<file path="config.mk">
export PLATFORM = sky130hd
export DESIGN_NAME = axi_delay_multi
export DESIGN_NICKNAME = d
export VERILOG_FILES = /design/src/rtl/axi_delay_multi.sv
export SDC_FILE = /design/constraint.sdc
export NUM_CORES = 1
export LEC_CHECK = 0
export CAP_MARGIN = 20
export CORE_AREA = 2 2 126 128
export CTS_CLUSTER_SIZE = 40
export DETAILED_ROUTE_END_ITERATION = 8
export DIE_AREA = 0 0 128 130
export PLACE_DENSITY_LB_ADDON = 0.3
export SLEW_MARGIN = 0
export SYNTH_ARGS = -nofsm -noshare
export SYNTH_HDL_FRONTEND = slang
export SYNTH_HIERARCHICAL = 1
export SYNTH_SLANG_ARGS = --single-unit
</file>
<file path="constraint.sdc">
create_clock -name clk -period 2.4 [get_ports clk]
set_input_delay 0.48 -clock clk [delete_from_list [all_inputs] [get_ports clk]]
set_output_delay 0.48 -clock clk [all_outputs]
set_load 0.01 [all_outputs]
</file>
<file path="src/rtl/axi_delay_multi.sv">
// Multi-channel AXI handshake delay: each channel holds off valid/ready for a
// fixed or LFSR-derived number of cycles after in_valid rises, and counts stalls.

module axi_delay_ch #(
   parameter int DELAY_W = 4,
   parameter int STAT_W  = 16
) (
   input  logic               clk,
   input  logic               rst,
   input  logic [DELAY_W-1:0] cfg_delay,
   input  logic               cfg_rand,
   input  logic [DELAY_W-1:0] lfsr_slice,
   input  logic               stat_clear,
   input  logic               in_valid,
   input  logic               in_ready,
   output logic               out_valid,
   output logic               out_ready,
   output logic [STAT_W-1:0]  stat
);
   typedef enum logic [1:0] {IDLE, COUNT, ACTIVE} state_t;

   state_t             state, state_nxt;
   logic [DELAY_W-1:0] cnt, cnt_nxt;
   logic [DELAY_W-1:0] load_d;

   assign load_d = cfg_rand ? (lfsr_slice & cfg_delay) : cfg_delay;

   always_ff @(posedge clk) begin
      if (rst) begin
         state <= IDLE;
         cnt   <= '0;
      end else begin
         state <= state_nxt;
         cnt   <= cnt_nxt;
      end
   end

   always_comb begin
      state_nxt = state;
      cnt_nxt   = cnt;
      out_valid = 1'b0;
      out_ready = 1'b0;
      case (state)
         IDLE: begin
            if (in_valid) begin
               if (load_d == '0) begin
                  state_nxt = ACTIVE;
               end else begin
                  cnt_nxt   = load_d;
                  state_nxt = COUNT;
               end
            end
         end
         COUNT: begin
            if (!in_valid) begin
               state_nxt = IDLE;
            end else begin
               cnt_nxt = cnt - 1'b1;
               if (cnt == DELAY_W'(1)) state_nxt = ACTIVE;
            end
         end
         ACTIVE: begin
            // Masked by rst so nothing leaks toward either side while resetting.
            out_valid = in_valid & ~rst;
            out_ready = in_ready & ~rst;
            if (!in_valid || in_ready) state_nxt = IDLE;
         end
         default: state_nxt = IDLE;
      endcase
   end

   always_ff @(posedge clk) begin
      if (rst || stat_clear) begin
         stat <= '0;
      end else if (state == COUNT && stat != '1) begin
         stat <= stat + 1'b1;
      end
   end
endmodule

module axi_delay_multi #(
   parameter int          NUM_CH    = 5,
   parameter int          DELAY_W   = 4,
   parameter logic [15:0] LFSR_SEED = 16'hACE1,
   parameter int          STAT_W    = 16
) (
   input  logic                        clk,
   input  logic                        rst,
   input  logic [NUM_CH*DELAY_W-1:0]   cfg_delay,
   input  logic [NUM_CH-1:0]           cfg_rand,
   input  logic                        stat_clear,
   input  logic [NUM_CH-1:0]           in_valid,
   input  logic [NUM_CH-1:0]           in_ready,
   output logic [NUM_CH-1:0]           out_valid,
   output logic [NUM_CH-1:0]           out_ready,
   output logic [NUM_CH*STAT_W-1:0]    stat_stall
);
   logic [15:0] lfsr;

   // Right-shifting Galois form of x^16+x^14+x^13+x^11+1; free-runs out of reset.
   always_ff @(posedge clk) begin
      if (rst) lfsr <= LFSR_SEED;
      else     lfsr <= {1'b0, lfsr[15:1]} ^ (lfsr[0] ? 16'hB400 : 16'h0000);
   end

   for (genvar i = 0; i < NUM_CH; i++) begin : g_ch
      localparam int ROT = (3 * i) % 16;
      logic [DELAY_W-1:0] slice;

      // Each channel sees the LFSR rotated right by a different amount.
      for (genvar b = 0; b < DELAY_W; b++) begin : g_bit
         assign slice[b] = lfsr[(b + ROT) % 16];
      end

      axi_delay_ch #(
         .DELAY_W (DELAY_W),
         .STAT_W  (STAT_W)
      ) u_ch (
         .clk        (clk),
         .rst        (rst),
         .cfg_delay  (cfg_delay[i*DELAY_W +: DELAY_W]),
         .cfg_rand   (cfg_rand[i]),
         .lfsr_slice (slice),
         .stat_clear (stat_clear),
         .in_valid   (in_valid[i]),
         .in_ready   (in_ready[i]),
         .out_valid  (out_valid[i]),
         .out_ready  (out_ready[i]),
         .stat       (stat_stall[i*STAT_W +: STAT_W])
      );
   end
endmodule

</file>
==> summary.md <==
The flow ran to the end, and the final reports show no timing, DRC or antenna violations. The initial utilization of the core area, before any placement, comes to 43.6%. Data arrives at the worst endpoint at 1830 ps. The final route contains 6,332 vias. The tools report the half-perimeter wire length after detailed placement as 11,500 um. Global routing consumed, over all layers together, 19.6% of the routing resources. Setup repair after global routing left no endpoint under its margin. The uppermost metal layer occupied by signal nets was met4. Proportion of layout cells with a drive suffix above 1: 15.2%.

The average cell area after synthesis came out at 8.73 um^2. The floorplan step defined a die boundary enclosing 0.0166 mm^2. From bottom edge to top edge, the die measures 130 um. The synthesized flop and latch total works out to 126. The number of standard cells after synthesis was 771; the delay of the slowest cell on the worst path was 550 ps.

After layout, the worst setup slack is 94.0 ps. The run gives 0 as the number of setup violations in the final report. The cell depth of the worst flop-to-flop path was 6; the via count of the first global-routing pass was 5,611. The critical path goes through clkdlybuf4s50_1, nand2_1, nor2_1, clkdlybuf4s50_1.

Of the available clock period, the critical path in the final layout requires 96.1%. The type of the worst setup path is in2out. In this run the cell area measured after placement is 0.00820 mm^2.

The post-synthesis cell area is 0.00673 mm^2, and the hold-fix buffer count after cts is 0. The largest net degree at the start of global routing is 22, and the highest ir drop seen on vdd is 0.000485 V. The endpoint required time on the critical path is 1920 ps, and the number of antenna repair diodes is 0. The highest fanout seen on the critical path is 4. The tree built by TritonCTS fans out to 126 sinks. Library cell appearing most often on the critical path: clkdlybuf4s50_1.

The reg-to-reg critical path endpoint is g_ch[1].u_ch/stat[0]. The floorplan step set the die width to 128 um. Of the total power, the share spent switching nets is 22.9%. The number of buffers added on ports is 127, and the part of the total power dissipated in the clock network is 48.9%.

The internal power of the cells totals 4.09 mW. During I/O placement, the number of pins put on the boundary was 128. The top cell types in the final layout, fill and taps aside, are 126 x dfxtp_1, 126 x clkdlybuf4s50_1, 65 x o21ai_0. The tools report the count of antenna-violating nets left after detailed routing as 0. Routability-driven placement finished with a final weighted congestion of 0.840. Start point of the worst hold path: lfsr[1]. The maximum buffer depth of the clock tree is 2. The proportion of power drawn by combinational gates is 9.3%. Slew at the pin closest to its max-slew limit: 522 ps. The logs give 1,396 for the number of filler instances in the final layout and 806 um for the detailed-routed wire length on met3.

In the final timing run, aggregate negative setup slack is 0 ps. Clock tree synthesis selected as its root buffer the cell clkbuf_16. The ratio of total power to cell area is 604 mW/mm^2. Setup slack on the worst reg-to-reg path comes out at 380 ps. For the number of design-rule violations left by the first detailed-router iteration, the log shows 337. After clock tree synthesis, the repair step resized 0 gates.

The number of placement rows is 46, and the cell count after placement is 1,081. The minimum setup slack after placement was 94.8 ps; the sum of internal, switching and leakage power was 5.30 mW. After detailed routing, the number of vias per cell comes to 5.69. The number of antenna violations at the first check in global routing is 0, and the worst hold path cell count is 1. Clock tree synthesis inserted a total of 17 buffers. The kind of launch point of the worst setup path was a primary input.

The wire length of the first global-routing pass was 26,900 um; the worst relative slew slack was 65.1%. The worst-path cell with the longest stage delay was clkdlybuf4s50_1. The routed design has 16,100 um of wire.

The number of violations of the max-capacitance limit is 0, and the residual DRC count is 0. The insertion delay to the later sink of the worst-skew pair was 410 ps; the fraction of registers with async set/reset was 0%. TritonCTS built the clock tree. Counting distinct cell types in the post-synthesis netlist gives 42. For this design the static power due to leakage is 2.89 nW. CTS built an H-tree with a depth of 4. The total overflow left after global routing is 0. The max-slew violation count is 0, and the number of synthesized flops with an enable pin is 0. The net count of the finished layout is 961. Sequential cells were found to cover 37.5% of the synthesized design area. STA classifies the critical path endpoint as an output port.

Final standard cell area without fillers: 0.00879 mm^2. The class of the tightest hold or removal check was reg2reg. Buffers inserted during post-CTS setup optimization: 0. The core region is 0.0154 mm^2. In this run the power spent charging and discharging nets is 1.22 mW.

Between clock sinks in the finished design, the worst skew comes to 6.13 ps. The run gives 41.9% as the sequential power share. The run gives 0 as the hold violation total from the final report. The synthesized netlist net count was 824; the wire length per cell after detailed routing was 14.5 um.

The pre-antenna-repair detailed-routing pass consisted of 5 iterations. The clock-pin slew on the worst setup and hold paths is 50 ps, and the wire length on met2 is 7340 um. Predominant post-synthesis flop cell: dfxtp_1. The end point of the worst hold path is lfsr[0].

The growth of design area from synthesis to finish works out to 30.6%. For this run, the top clock speed supported by timing is 434 MHz. The count of cells in the finished layout, fillers not included, comes to 1,112.

The clock period minus worst slack is 2310 ps. The wire length the detailed router placed on met1 is 7770 um, and the total of warnings raised by yosys is 6. The worst register-to-register path begins at g_ch[1].u_ch/stat[0].
-- metrics by stage --
step,hold slack [ps],utilization (%)
floorplan,425,-
global placement,439,53.1
detailed placement,447,53.1
CTS,459,57.0
global route,485,57.0
finish,454,57.0
-- power by group through the flow --
stage               Combinational (mW)  Sequential, mW  Clock (mW)
detailed placement               0.486            2.26           0
global route                     0.550            2.23        2.75
floorplan                        0.324            2.25           0
finish                           0.491            2.22        2.59
global placement                 0.486            2.26           0
CTS                              0.490            2.22        2.66
-- layer usage --
| metal | vias to the layer above | track usage (%) |
|---|---|---|
| li1 | 3201 | - |
| met4 | 0 | 6.40 |
| met1 | 2949 | 26.9 |
| met3 | 14 | 4.51 |
| met5 | - | 0 |
| met2 | 168 | 30.7 |
-- flip-flops by register name (all words and copies together), names as in the netlist --
register,flops
g_ch.u_ch/stat,80
g_ch.u_ch/cnt,20
lfsr,16
g_ch.u_ch/state,10
-- critical path, delay by kind of cell --
| kind | cells | cell delay (ps) |
|---|---|---|
| buffers and inverters | 2 | 1100 |
| and+or+nand+nor | 2 | 240 |
-- how the worst max path moves through the flow --
stage	startpoint	endpoint	slack, ps	cells past startpoint
final	in_valid[4]	out_valid[4]	90	4
after global routing	g_ch[0].u_ch/state[0]	out_ready[0]	20	3
after CTS	in_valid[4]	out_valid[4]	100	4
after detailed placement	in_valid[4]	out_valid[4]	90	4
after global placement	in_valid[4]	out_valid[4]	90	4
after floorplan	g_ch[0].u_ch/stat[0]	g_ch[0].u_ch/stat[0]	650	6
-- cell type report --
type / count / area, um^2 / area share (%)
multi-input cells: 589 / 3950 / 44.9
inverters: 35 / 131 / 1.49
well taps: 192 / 240 / 2.73
flip-flops and latches: 126 / 2520 / 28.7
repair buffers: 139 / 1360 / 15.4
clock buffers: 24 / 482 / 5.48
clock inverters: 7 / 110 / 1.25
-- kinds of logic after synthesis --
family          Yosys count  synth area share [%]
simple gates            316                  28.5
fa+ha+maj                15                  2.79
xor+xnor                 13                  1.69
flops                   126                  37.5
compound gates          245                  25.7
buf+inv                  56                  3.88
-- Yosys cell counts (3+ instances only) --
| cell type | n | area [um^2] |
|---|---|---|
| nor3b_1 | 10 | 75.1 |
| o41ai_4 | 5 | 138 |
| nand4_4 | 5 | 106 |
| and3_1 | 10 | 62.6 |
| ha_1 | 15 | 188 |
| a21oi_1 | 55 | 275 |
| o21bai_1 | 5 | 37.5 |
| buf_6 | 6 | 67.6 |
| nor2_1 | 41 | 154 |
| nand4_1 | 25 | 156 |
| nand3_1 | 50 | 250 |
| o21a_1 | 5 | 37.5 |
| and4_1 | 10 | 87.6 |
| nor3_1 | 5 | 25.0 |
| a222oi_1 | 5 | 50.1 |
| o2111ai_1 | 10 | 87.6 |
| or3_1 | 30 | 188 |
| a21oi_2 | 25 | 219 |
| nand2_1 | 35 | 131 |
| nor4_1 | 5 | 31.3 |
| nand3b_1 | 10 | 75.1 |
| dfxtp_1 | 126 | 2520 |
| xnor2_1 | 3 | 26.3 |
| or2_2 | 5 | 31.3 |
| a221oi_1 | 5 | 43.8 |
| nand2b_1 | 17 | 106 |
| o21ai_2 | 15 | 131 |
| a32o_1 | 15 | 150 |
| or3_2 | 35 | 263 |
| xor2_1 | 10 | 87.6 |
| o211ai_1 | 5 | 37.5 |
| buf_2 | 5 | 25.0 |
| or2_1 | 6 | 37.5 |
| o21ai_1 | 20 | 100 |
| o21ai_0 | 65 | 325 |
| o221a_2 | 5 | 56.3 |
| inv_1 | 35 | 131 |
| clkbuf_1 | 10 | 37.5 |
| and2b_1 | 11 | 82.6 |
| and4_2 | 5 | 50.1 |
| a21boi_0 | 5 | 37.5 |
No activity file was read; power rests on OpenSTA's default activity.
